--- src/rtl/keypad_pkg.sv ---
// Shared constants, FSM state encoding and frame-classification helpers
// for the 4x3 keypad scanning front end.
package keypad_pkg;
  localparam int NUM_ROWS = 4;
  localparam int NUM_COLS = 3;
  localparam int NUM_KEYS = NUM_ROWS * NUM_COLS;
  localparam int COL_W    = 2;

  typedef enum logic [1:0] {IDLE, CONFIRM, PRESSED, RELEASE_CHK} kp_state_e;

  function automatic logic [3:0] popcount(input logic [NUM_KEYS-1:0] v);
    logic [3:0] n;
    n = '0;
    for (int i = 0; i < NUM_KEYS; i++) n = n + {3'b000, v[i]};
    return n;
  endfunction

  function automatic logic is_onehot(input logic [NUM_KEYS-1:0] v);
    return popcount(v) == 4'd1;
  endfunction
endpackage

--- src/rtl/keypad_debounce.sv ---
// Frame-level debounce FSM: accepts a single key after DEBOUNCE_SCANS identical
// frames and releases it after DEBOUNCE_SCANS empty frames.
module keypad_debounce
  import keypad_pkg::*;
#(
  parameter int DEBOUNCE_SCANS = 4
) (
  input  logic                clk,
  input  logic                rst,
  input  logic                i_frame_done,
  input  logic [NUM_KEYS-1:0] i_frame,
  output logic [NUM_KEYS-1:0] o_key_onehot,
  output logic                o_key_valid,
  output logic                o_key_held
);
  localparam int             CW    = $clog2(DEBOUNCE_SCANS + 1);
  localparam logic [CW-1:0]  C_TGT = CW'(DEBOUNCE_SCANS);

  kp_state_e           r_state, w_state;
  logic [CW-1:0]       r_cnt, w_cnt, w_cnt_inc;
  logic [NUM_KEYS-1:0] r_cand, w_cand, r_key, w_key;
  logic                r_valid, w_valid, r_held, w_held;
  logic                w_none, w_single;

  assign w_none    = (i_frame == '0);
  assign w_single  = is_onehot(i_frame);
  assign w_cnt_inc = (r_cnt == C_TGT) ? r_cnt : r_cnt + 1'b1;

  always_ff @(posedge clk or negedge rst) begin
    if (!rst) begin
      r_state <= IDLE;
      r_cnt   <= '0;
      r_cand  <= '0;
      r_key   <= '0;
      r_valid <= 1'b0;
      r_held  <= 1'b0;
    end else begin
      r_state <= w_state;
      r_cnt   <= w_cnt;
      r_cand  <= w_cand;
      r_key   <= w_key;
      r_valid <= w_valid;
      r_held  <= w_held;
    end
  end

  always_comb begin
    w_state = r_state;
    w_cnt   = r_cnt;
    w_cand  = r_cand;
    w_key   = r_key;
    w_valid = 1'b0;
    w_held  = r_held;
    if (i_frame_done) begin
      case (r_state)
        IDLE: if (w_single) begin
          w_cand = i_frame;
          if (DEBOUNCE_SCANS == 1) begin
            w_state = PRESSED; w_cnt = '0;
            w_key = i_frame; w_valid = 1'b1; w_held = 1'b1;
          end else begin
            w_state = CONFIRM; w_cnt = CW'(1);
          end
        end
        CONFIRM: if (w_single && i_frame == r_cand) begin
          w_cnt = w_cnt_inc;
          if (w_cnt_inc == C_TGT) begin
            w_state = PRESSED; w_cnt = '0;
            w_key = r_cand; w_valid = 1'b1; w_held = 1'b1;
          end
        end else begin
          w_state = IDLE; w_cnt = '0;
        end
        // MULTI counts as "still pressed"; a second key never displaces the held one
        PRESSED: if (w_none) begin
          if (DEBOUNCE_SCANS == 1) begin
            w_state = IDLE; w_cnt = '0; w_key = '0; w_held = 1'b0;
          end else begin
            w_state = RELEASE_CHK; w_cnt = CW'(1);
          end
        end
        RELEASE_CHK: if (w_none) begin
          w_cnt = w_cnt_inc;
          if (w_cnt_inc == C_TGT) begin
            w_state = IDLE; w_cnt = '0; w_key = '0; w_held = 1'b0;
          end
        end else begin
          w_state = PRESSED; w_cnt = '0;
        end
        default: begin
          w_state = IDLE; w_cnt = '0;
        end
      endcase
    end
  end

  assign o_key_onehot = r_key;
  assign o_key_valid  = r_valid;
  assign o_key_held   = r_held;
endmodule

--- src/rtl/keypad_matrix_driver.sv ---
// Keypad scan front end: row synchronizer, column strobe sequencer and frame
// buffer feeding the debounce FSM.
module keypad_matrix_driver
  import keypad_pkg::*;
#(
  parameter int SCAN_DIV       = 1000,
  parameter int DEBOUNCE_SCANS = 4
) (
  input  logic                clk,
  input  logic                rst,
  input  logic [NUM_ROWS-1:0] row_in,
  output logic [NUM_COLS-1:0] col_out,
  output logic [NUM_KEYS-1:0] key_onehot,
  output logic                key_valid,
  output logic                key_held
);
  localparam int            DW      = $clog2(SCAN_DIV);
  localparam logic [DW-1:0] DIV_MAX = DW'(SCAN_DIV - 1);

  logic [NUM_ROWS-1:0] r_row_s1, r_row_s2;
  logic [DW-1:0]       r_div;
  logic [COL_W-1:0]    r_col;
  logic [NUM_KEYS-1:0] r_frame, w_frame_nxt;
  logic                w_cap, w_frame_done;

  assign w_cap        = (r_div == DIV_MAX);
  assign w_frame_done = w_cap && (r_col == COL_W'(NUM_COLS - 1));

  // Debounce sees the frame including the slots being captured this edge
  always_comb begin
    w_frame_nxt = r_frame;
    for (int r = 0; r < NUM_ROWS; r++)
      w_frame_nxt[r*NUM_COLS + int'(r_col)] = ~r_row_s2[r];
  end

  always_comb begin
    col_out = '1;
    for (int c = 0; c < NUM_COLS; c++)
      col_out[c] = (r_col != COL_W'(c));
  end

  always_ff @(posedge clk or negedge rst) begin
    if (!rst) begin
      r_row_s1 <= '1;
      r_row_s2 <= '1;
      r_div    <= '0;
      r_col    <= '0;
      r_frame  <= '0;
    end else begin
      r_row_s1 <= row_in;
      r_row_s2 <= r_row_s1;
      r_div    <= w_cap ? '0 : r_div + 1'b1;
      if (w_cap) begin
        r_frame <= w_frame_nxt;
        r_col   <= (r_col == COL_W'(NUM_COLS - 1)) ? '0 : r_col + 1'b1;
      end
    end
  end

  keypad_debounce #(.DEBOUNCE_SCANS(DEBOUNCE_SCANS)) u_deb (
    .clk          (clk),
    .rst          (rst),
    .i_frame_done (w_frame_done),
    .i_frame      (w_frame_nxt),
    .o_key_onehot (key_onehot),
    .o_key_valid  (key_valid),
    .o_key_held   (key_held)
  );
endmodule

--- config.mk ---
export PLATFORM = sky130hd
export DESIGN_NAME = keypad_matrix_driver
export DESIGN_NICKNAME = d
export VERILOG_FILES = /design/src/rtl/keypad_pkg.sv /design/src/rtl/keypad_debounce.sv /design/src/rtl/keypad_matrix_driver.sv
export SDC_FILE = /design/constraint.sdc
export NUM_CORES = 1
export LEC_CHECK = 0
export ABC_AREA = 1
export ABC_CLOCK_PERIOD_IN_PS = 6500
export BUFFER_PORTS_ARGS = -buffer_cell sky130_fd_sc_hd__clkbuf_2
export CORE_AREA = 2 2 95 97
export DETAILED_ROUTE_END_ITERATION = 8
export DIE_AREA = 0 0 97 99
export PLACE_DENSITY_LB_ADDON = 0.08
export SLEW_MARGIN = 20
export SYNTH_ARGS = -nofsm -noshare
export SYNTH_HDL_FRONTEND = slang
export SYNTH_SLANG_ARGS = --single-unit
export TNS_END_PERCENT = 5
--- constraint.sdc ---
create_clock -name clk -period 6.5 [get_ports clk]
set_clock_uncertainty 0.05 [all_clocks]
set_input_delay 0.65 -clock clk [delete_from_list [all_inputs] [get_ports clk]]
set_output_delay 0.65 -clock clk [all_outputs]
set_load 0.03 [all_outputs]
==> results of run 1 <==
==> power groups by stage <==
stage | Sequential, W | Combinational, W | Clock [W]
CTS | 0.000399 | 0.0000407 | 0.000374
detailed placement | 0.000406 | 0.0000404 | 0
global placement | 0.000407 | 0.0000403 | 0
finish | 0.000399 | 0.0000400 | 0.000366
floorplan | 0.000405 | 0.0000246 | 0
global route | 0.000399 | 0.0000471 | 0.000394
==> cells in the mapped netlist, drive strengths merged (2+ instances only) <==
cell / instances / area share
xor2: 2 / 0.0046
dfrtp: 55 / 0.36
o21ai: 44 / 0.067
buf: 3 / 0.0073
nor3: 8 / 0.011
nor2: 43 / 0.047
clkinv: 2 / 0.0020
nand3: 42 / 0.062
nor4: 2 / 0.0073
inv: 72 / 0.071
nand3b: 2 / 0.0040
clkbuf: 3 / 0.0030
nand2: 164 / 0.18
nand4: 3 / 0.0066
dfstp: 8 / 0.055
ha: 15 / 0.049
a21oi: 14 / 0.018
fa: 7 / 0.037
==> how the worst max path moves through the flow <==
stage,to,slack [ns],cells past startpoint
after floorplan,u_deb.o_key_onehot[10],1.28,30
after global placement,u_deb.o_key_onehot[1],0.77,29
after detailed placement,u_deb.o_key_onehot[0],0.71,29
after CTS,u_deb.o_key_onehot[0],0.68,29
after global routing,u_deb.o_key_onehot[1],0.27,29
final,u_deb.o_key_onehot[0],0.70,29
==> area by class of cell <==
class,instances,area [um^2]
fillers,837,4338
multi-input cells,351,1891
flip-flops and latches,63,1587
inverters,74,277.8
clock buffers,12,135.1
well taps,108,135.1
repair buffers,23,117.6
clock inverters,4,70.07
==> per-stage QoR <==
step | hold WS, ns | setup WS [ns]
after global routing | 0.3065 | 0.2656
after global placement | 0.2960 | 0.7720
final | 0.3075 | 0.6958
after CTS | 0.3075 | 0.6828
after detailed placement | 0.2972 | 0.7083
after floorplan | 0.2952 | 1.280
==> cells by family (layout without fill, tap and decap cells) <==
family,after synthesis,count (layout),synth area share
AOI/OAI and AO/OA,60,60,0.08905
DFF,63,63,0.4182
buffers and inverters,80,113,0.08344
xor gates and xnor gates,2,2,0.004618
and+or+nand+nor,267,267,0.3183
adders and majority gates,22,22,0.08641
==> cell usage in the layout, fill, tap and decap left out, types with 3 or more instances in the layout <==
cell type  count
inv_2          8
dfrtp_1       55
nor2_2         6
o21ai_0       33
nand3_2        5
fa_1           7
nand2_2       18
clkbuf_1       3
o21ai_2        9
clkbuf_8       9
ha_1          15
nand2_1      145
nor2_1        37
dfstp_2        8
a21oi_1       14
nor3_1         8
nand3_1       37
clkbuf_2      21
inv_1         64
==> layer usage <==
metal / vias to the layer above / part of all wire
met5: - / 0
met4: 0 / 0.016
met3: 12 / 0.043
met2: 63 / 0.43
met1: 1456 / 0.51
li1: 1612 / -
==> registers in the layout (all words and copies together), names as in the netlist <==
name	flops
u_deb.r_state	2
r_div	10
r_row_s2	4
r_frame	12
u_deb.r_cnt	3
r_col	2
r_row_s1	4
u_deb.o_key_onehot	12
u_deb.o_key_held	1
u_deb.r_cand	12
u_deb.o_key_valid	1
==> worst max-delay path, delay by kind of cell, from the launching register on <==
kind	cells	cell delay, ns
buffers and inverters	5	0.46
DFF	1	0.48
adders and majority gates	7	2.66
AOI/OAI and AO/OA	2	0.15
and+or+nand+nor	15	1.87
==> qor.csv, run 1 <==
metric,value,unit
status,"complete, no violations",
Area Overhead vs Synth,11.05,%
Post-synth EDFFs,0,
Routed Antenna Nets,0,
crit-path most repeated cell,nand2_1,
post-synth design cell area,3794,um^2
DRT iter0 DRCs,155,
Non-Filler Instances,635,
Inst Count DP,619,
Mean Syn Cell Area,7.679,um^2
initial antenna violation count,0,
"Hold-fix buffers, CTS",0,
Boundary Pins,23,
Routed WL,8999,um
post-cts gate resize count,0,
CP Max Fanout,13,
# DRC,0,
Most Crowded Layer GR,met2,
Max H-tree Level,3,
Setup crit end kind,register,
pin count of the biggest net entering global routing,64,
Sequential Power Share,0.495,
nets,550,
clk sinks,63,
RD Place Congestion,0.9256,
Clock power frac,0.455,
total power draw,0.0008056,W
Power Density,191.2,nW/um^2
row count,34,
r2r endpoint,u_deb.o_key_onehot[0],
Setup crit start kind,register,
switching portion of total power,0.2255,
Hold EP,r_row_s2[0],
post-DP HPWL,6800,um
"Cell Area, Placed",4008,um^2
Final Critical Period,5.804,ns
Worst Min Path Start,r_row_s1[0],
die width,97,um
n_diodes,0,
design area,4213,um^2
clk buf depth,2,
TritonCTS clock tree,done,
Final Setup Violations,0,
sw power,0.0001816,W
met2 usage,0.2981,
"Distinct cells, synth",33,
wire length of the first global-routing pass,15230,um
GR Util All Layers,0.2013,
Relative slew margins,0.4652,
Initial Util,0.4437,
post-synthesis sequential area ratio,0.4182,
Max Freq,172.3,MHz
syn nets,522,
fin util,0.4927,
Die Area,9603,um^2
Setup TNS,0,ns
Tcrit/Tclk final,0.8930,
number of global-route vias before repair,2996,
Worst EP required,6.67,ns
CP max-delay cell,fa_1,
"reg-to-reg slack, setup",0.70,ns
final hold violation count,0,
1st-pass router iterations,4,
Setup crit start,r_col[1],
ratio of cells with drive above 1 in the final layout,0.1765,
R2R Path Start,r_col[1],
crit path DAT,5.98,ns
"FFs w/ async S/R, synth",1.000,
CTS Buf Count,9,
cell count after synthesis,494,
worst vdd ir,100.8,uV
top_reg_cell synth,dfrtp_1,
Leakage,2.133,nW
Worst Hold Depth,0,
Core Area,8551,um^2
DR WL/cell,14.17,um
RSZ-0062 raised after global routing,no,
Ys Warns,0,
root buf cell,clkbuf_8,
Post-CTS Setup Inserts,0,
worst slew pin tran,0.8021,ns
DR vias/cell,4.950,
Clock Latency Late Sink,0.35,ns
Buffers on Ports,22,
R2R depth,29,
Worst-path clk slew,0.07,ns
Internal,0.0006240,W
"slowest stage delay, CP",0.54,ns
Slew Limit Fails,0,
Tightest Hold Check Type,register to register,
M1 GR Usage,0.2934,
met3 usage,0.04043,
kind of critical path,register to register,
GRT overflow,0,
Synth Register Bits,63,
die height,99,um
Max-Cap Viols,0,
via count,3143,
Combinational Power Share,0.050,
Note: power is estimated with default switching activity, not from simulation.
==> run 2, diff against run 1 <==
--- a/config.mk
+++ b/config.mk
@@ -5,12 +5,11 @@
 export SDC_FILE = /design/constraint.sdc
 export NUM_CORES = 1
 export LEC_CHECK = 0
-export ABC_AREA = 1
 export ABC_CLOCK_PERIOD_IN_PS = 6500
 export BUFFER_PORTS_ARGS = -buffer_cell sky130_fd_sc_hd__clkbuf_2
-export CORE_AREA = 2 2 95 97
+export CORE_AREA = 2 2 118 74
 export DETAILED_ROUTE_END_ITERATION = 8
-export DIE_AREA = 0 0 97 99
+export DIE_AREA = 0 0 120 76
 export PLACE_DENSITY_LB_ADDON = 0.08
 export SLEW_MARGIN = 20
 export SYNTH_ARGS = -nofsm -noshare
==> qor.csv, run 2 <==
metric,value,unit,change
worst slew pin tran,1.019,ns,was 0.8021 ns
clk buf depth,2,,unchanged
"FFs w/ async S/R, synth",1.000,,unchanged
"slowest stage delay, CP",0.53,ns,was 0.54 ns
GRT overflow,0,,unchanged
row count,26,,was 34
Leakage,1.872,nW,was 2.133 nW
Sequential Power Share,0.415,,was 0.495
Worst EP required,6.67,ns,about the same
post-synthesis sequential area ratio,0.4448,,was 0.4182
crit path DAT,6.16,ns,was 5.98 ns
r2r endpoint,u_deb.o_key_onehot[5],,was u_deb.o_key_onehot[0]
Worst-path clk slew,0.06,ns,was 0.07 ns
CP max-delay cell,fa_1,,unchanged
Post-CTS Setup Inserts,0,,unchanged
die width,120,um,was 97 um
kind of critical path,register to register,,unchanged
Combinational Power Share,0.037,,was 0.050
clk sinks,63,,unchanged
TritonCTS clock tree,done,,unchanged
post-synth design cell area,3567,um^2,was 3794 um^2
R2R Path Start,r_col[0],,was r_col[1]
die height,76,um,was 99 um
initial antenna violation count,0,,unchanged
root buf cell,clkbuf_16,,was clkbuf_8
# DRC,0,,unchanged
Max Freq,166.8,MHz,was 172.3 MHz
Relative slew margins,0.3187,,was 0.4652
Max-Cap Viols,0,,unchanged
n_diodes,0,,unchanged
"reg-to-reg slack, setup",0.51,ns,was 0.70 ns
Slew Limit Fails,0,,unchanged
via count,2657,,"was 3,143"
CTS Buf Count,9,,unchanged
Tcrit/Tclk final,0.9222,,was 0.8930
Boundary Pins,23,,unchanged
Initial Util,0.4369,,was 0.4437
Hold EP,r_row_s2[2],,was r_row_s2[0]
Inst Count DP,481,,was 619
Setup crit start kind,register,,unchanged
"most common cell after layout, fill and taps aside",dfrtp_1,,was nand2_1
Synth Register Bits,63,,unchanged
number of global-route vias before repair,2546,,"was 2,996"
final hold violation count,0,,unchanged
Routed Antenna Nets,0,,unchanged
Final Critical Period,5.994,ns,was 5.804 ns
1st-pass router iterations,4,,unchanged
Worst Hold Depth,0,,unchanged
R2R depth,22,,was 29
most frequent cell after synthesis,dfrtp_1,,was nand2_1
DRT iter0 DRCs,179,,was 155
status,"complete, no violations",,unchanged
critical-path cell list,inv_1 > ha_1 > and4b_1 > a31oi_1 > inv_1 > ha_1 > inv_1 > fa_1 > fa_1 > fa_1 > inv_1 > fa_1 > inv_1 > fa_1 > a211oi_1 > mux2i_1 > nor4_2 > nand3_1 > nor4_2 > o211ai_1 > buf_4 > a22o_2,,
Non-Filler Instances,498,,was 635
top_reg_cell synth,dfrtp_1,,unchanged
Clock Latency Late Sink,0.33,ns,was 0.35 ns
DR vias/cell,5.335,,was 4.950
RSZ-0062 raised after global routing,no,,unchanged
worst vdd ir,155.3,uV,was 100.8 uV
Core Area,8165,um^2,was 8551 um^2
Die Area,9120,um^2,was 9603 um^2
syn nets,382,,was 522
Post-synth top cells,"dfrtp_1, nand2_1, o21ai_0",,"was nand2_1, inv_1, dfrtp_1"
GR Util All Layers,0.2022,,was 0.2013
Synth area leader,dfrtp_1,,unchanged
"Distinct cells, synth",62,,was 33
CP Max Fanout,13,,unchanged
DR WL/cell,16.79,um,was 14.17 um
Clock power frac,0.548,,was 0.455
sw power,0.0002004,W,was 0.0001816 W
RD Place Congestion,0.9128,,was 0.9256
Final Setup Violations,0,,unchanged
"Hold-fix buffers, CTS",0,,unchanged
Setup TNS,0,ns,unchanged
wire length of the first global-routing pass,13920,um,"was 15,230 um"
Worst Min Path Start,r_row_s1[2],,was r_row_s1[0]
share of the synthesized area in the top cell type,0.3858,,was 0.3628
nets,409,,was 550
Area Overhead vs Synth,15.89,%,was 11.05%
Tightest Hold Check Type,register to register,,unchanged
Mean Syn Cell Area,10.08,um^2,was 7.679 um^2
Post-synth EDFFs,0,,unchanged
ratio of cells with drive above 1 in the final layout,0.1969,,was 0.1765
most frequent cells in the layout,"dfrtp_1, nand2_1, o21ai_0",,"was nand2_1, inv_1, dfrtp_1"
switching portion of total power,0.2075,,was 0.2255
Internal,0.0007652,W,was 0.0006240 W
Routed WL,8363,um,was 8999 um
Synth area leaders,"dfrtp_1, dfstp_2, ha_1",,"was dfrtp_1, nand2_1, inv_1"
Power Density,233.6,nW/um^2,was 191.2 nW/um^2
Setup crit end kind,register,,unchanged
Max H-tree Level,3,,unchanged
Ys Warns,0,,unchanged
Buffers on Ports,22,,unchanged
cell count after synthesis,354,,was 494
pin count of the biggest net entering global routing,64,,unchanged
post-DP HPWL,5982,um,was 6800 um
==> run 2: cell count changes in the layout (fill, tap and decap cells not counted), sizes merged, moves of 8 or more <==
cell and delta:
o31ai +8, nand2 -131, inv -47, buf +9, nor3 -8, a22o +14
nand3 -33, o21ai -18, nor2 -19, xnor2 +8
==> run 2: power by group through the flow <==
| stage | Combinational [W] | Clock [W] | Sequential, W |
|---|---|---|---|
| detailed placement | 0.0000353 | 0 | 0.000407 |
| floorplan | 0.0000202 | 0 | 0.000405 |
| finish | 0.0000356 | 0.000529 | 0.000401 |
| global route | 0.0000420 | 0.000560 | 0.000401 |
| global placement | 0.0000344 | 0 | 0.000407 |
| CTS | 0.0000354 | 0.000541 | 0.000401 |
==> run 2: through the flow <==
| stage | total power, W | area (um^2) | hold slack, ns | setup WS [ns] | util |
|---|---|---|---|---|---|
| after CTS | 0.0009769 | 4118 | 0.3042 | 0.2106 | 0.5043 |
| after floorplan | 0.0004254 | 3567 | 0.2952 | 0.9489 | - |
| after global placement | 0.0004417 | 3785 | 0.2958 | 0.3776 | 0.4635 |
| final | 0.0009655 | 4134 | 0.3033 | 0.5060 | 0.5063 |
| after global routing | 0.001003 | 4134 | 0.3059 | 0.02772 | 0.5063 |
| after detailed placement | 0.0004426 | 3785 | 0.2968 | 0.2250 | 0.4635 |
==> run 2: how the worst max path moves through the flow <==
stage                  start                endpoint  slack [ns]  cells after the start
global placement    r_col[0]   u_deb.o_key_onehot[9]        0.38                     21
floorplan           r_col[0]  u_deb.o_key_onehot[10]        0.95                     23
CTS                 r_col[0]   u_deb.o_key_onehot[5]        0.21                     21
finish              r_col[0]   u_deb.o_key_onehot[5]        0.51                     22
global route        r_col[1]   u_deb.o_key_onehot[6]        0.03                     22
detailed placement  r_col[0]   u_deb.o_key_onehot[5]        0.23                     21
==> run 2: final cells by class <==
type	count	area, um^2
fill	764	4031
clock inverter	5	80.08
sequential	63	1588
clock buffer	11	252.7
inverter	25	93.84
tap	112	140.1
multi-input combinational	250	1794
timing repair buffer	32	185.2
==> run 2: worst max-delay path, delay by kind of cell (launching register included) <==
| family | cells | cell delay, ns |
|---|---|---|
| AOI/OAI and AO/OA | 4 | 1.00 |
| DFF | 1 | 0.47 |
| buffers and inverters | 6 | 0.72 |
| muxes | 1 | 0.15 |
| and+or+nand+nor | 4 | 0.87 |
| adders and majority gates | 7 | 2.59 |
==> run 2: logic make-up after synthesis <==
| family | after synthesis | synth area share |
|---|---|---|
| AO/OA/AOI/OAI | 85 | 0.1701 |
| XOR/XNOR | 17 | 0.04174 |
| adder cells (fa/ha/maj) | 22 | 0.09190 |
| buffers and inverters | 41 | 0.05437 |
| flip-flops | 63 | 0.4448 |
| multiplexers | 2 | 0.005612 |
| AND/OR/NAND/NOR | 124 | 0.1915 |
==> run 2: repair_timing <==
action	in CTS	in global routing
gates resized for setup	0	3
endpoints found under the setup margin	0	14
endpoints found under the hold margin	0	0
==> run 2: routing by layer <==
| metal | part of all wire | up-vias | global-route usage |
|---|---|---|---|
| li1 | - | 1305 | - |
| met1 | 0.55 | 1275 | 0.3204 |
| met2 | 0.38 | 65 | 0.2551 |
| met3 | 0.056 | 12 | 0.05988 |
| met4 | 0.016 | 0 | 0.07059 |
| met5 | 0 | - | 0 |
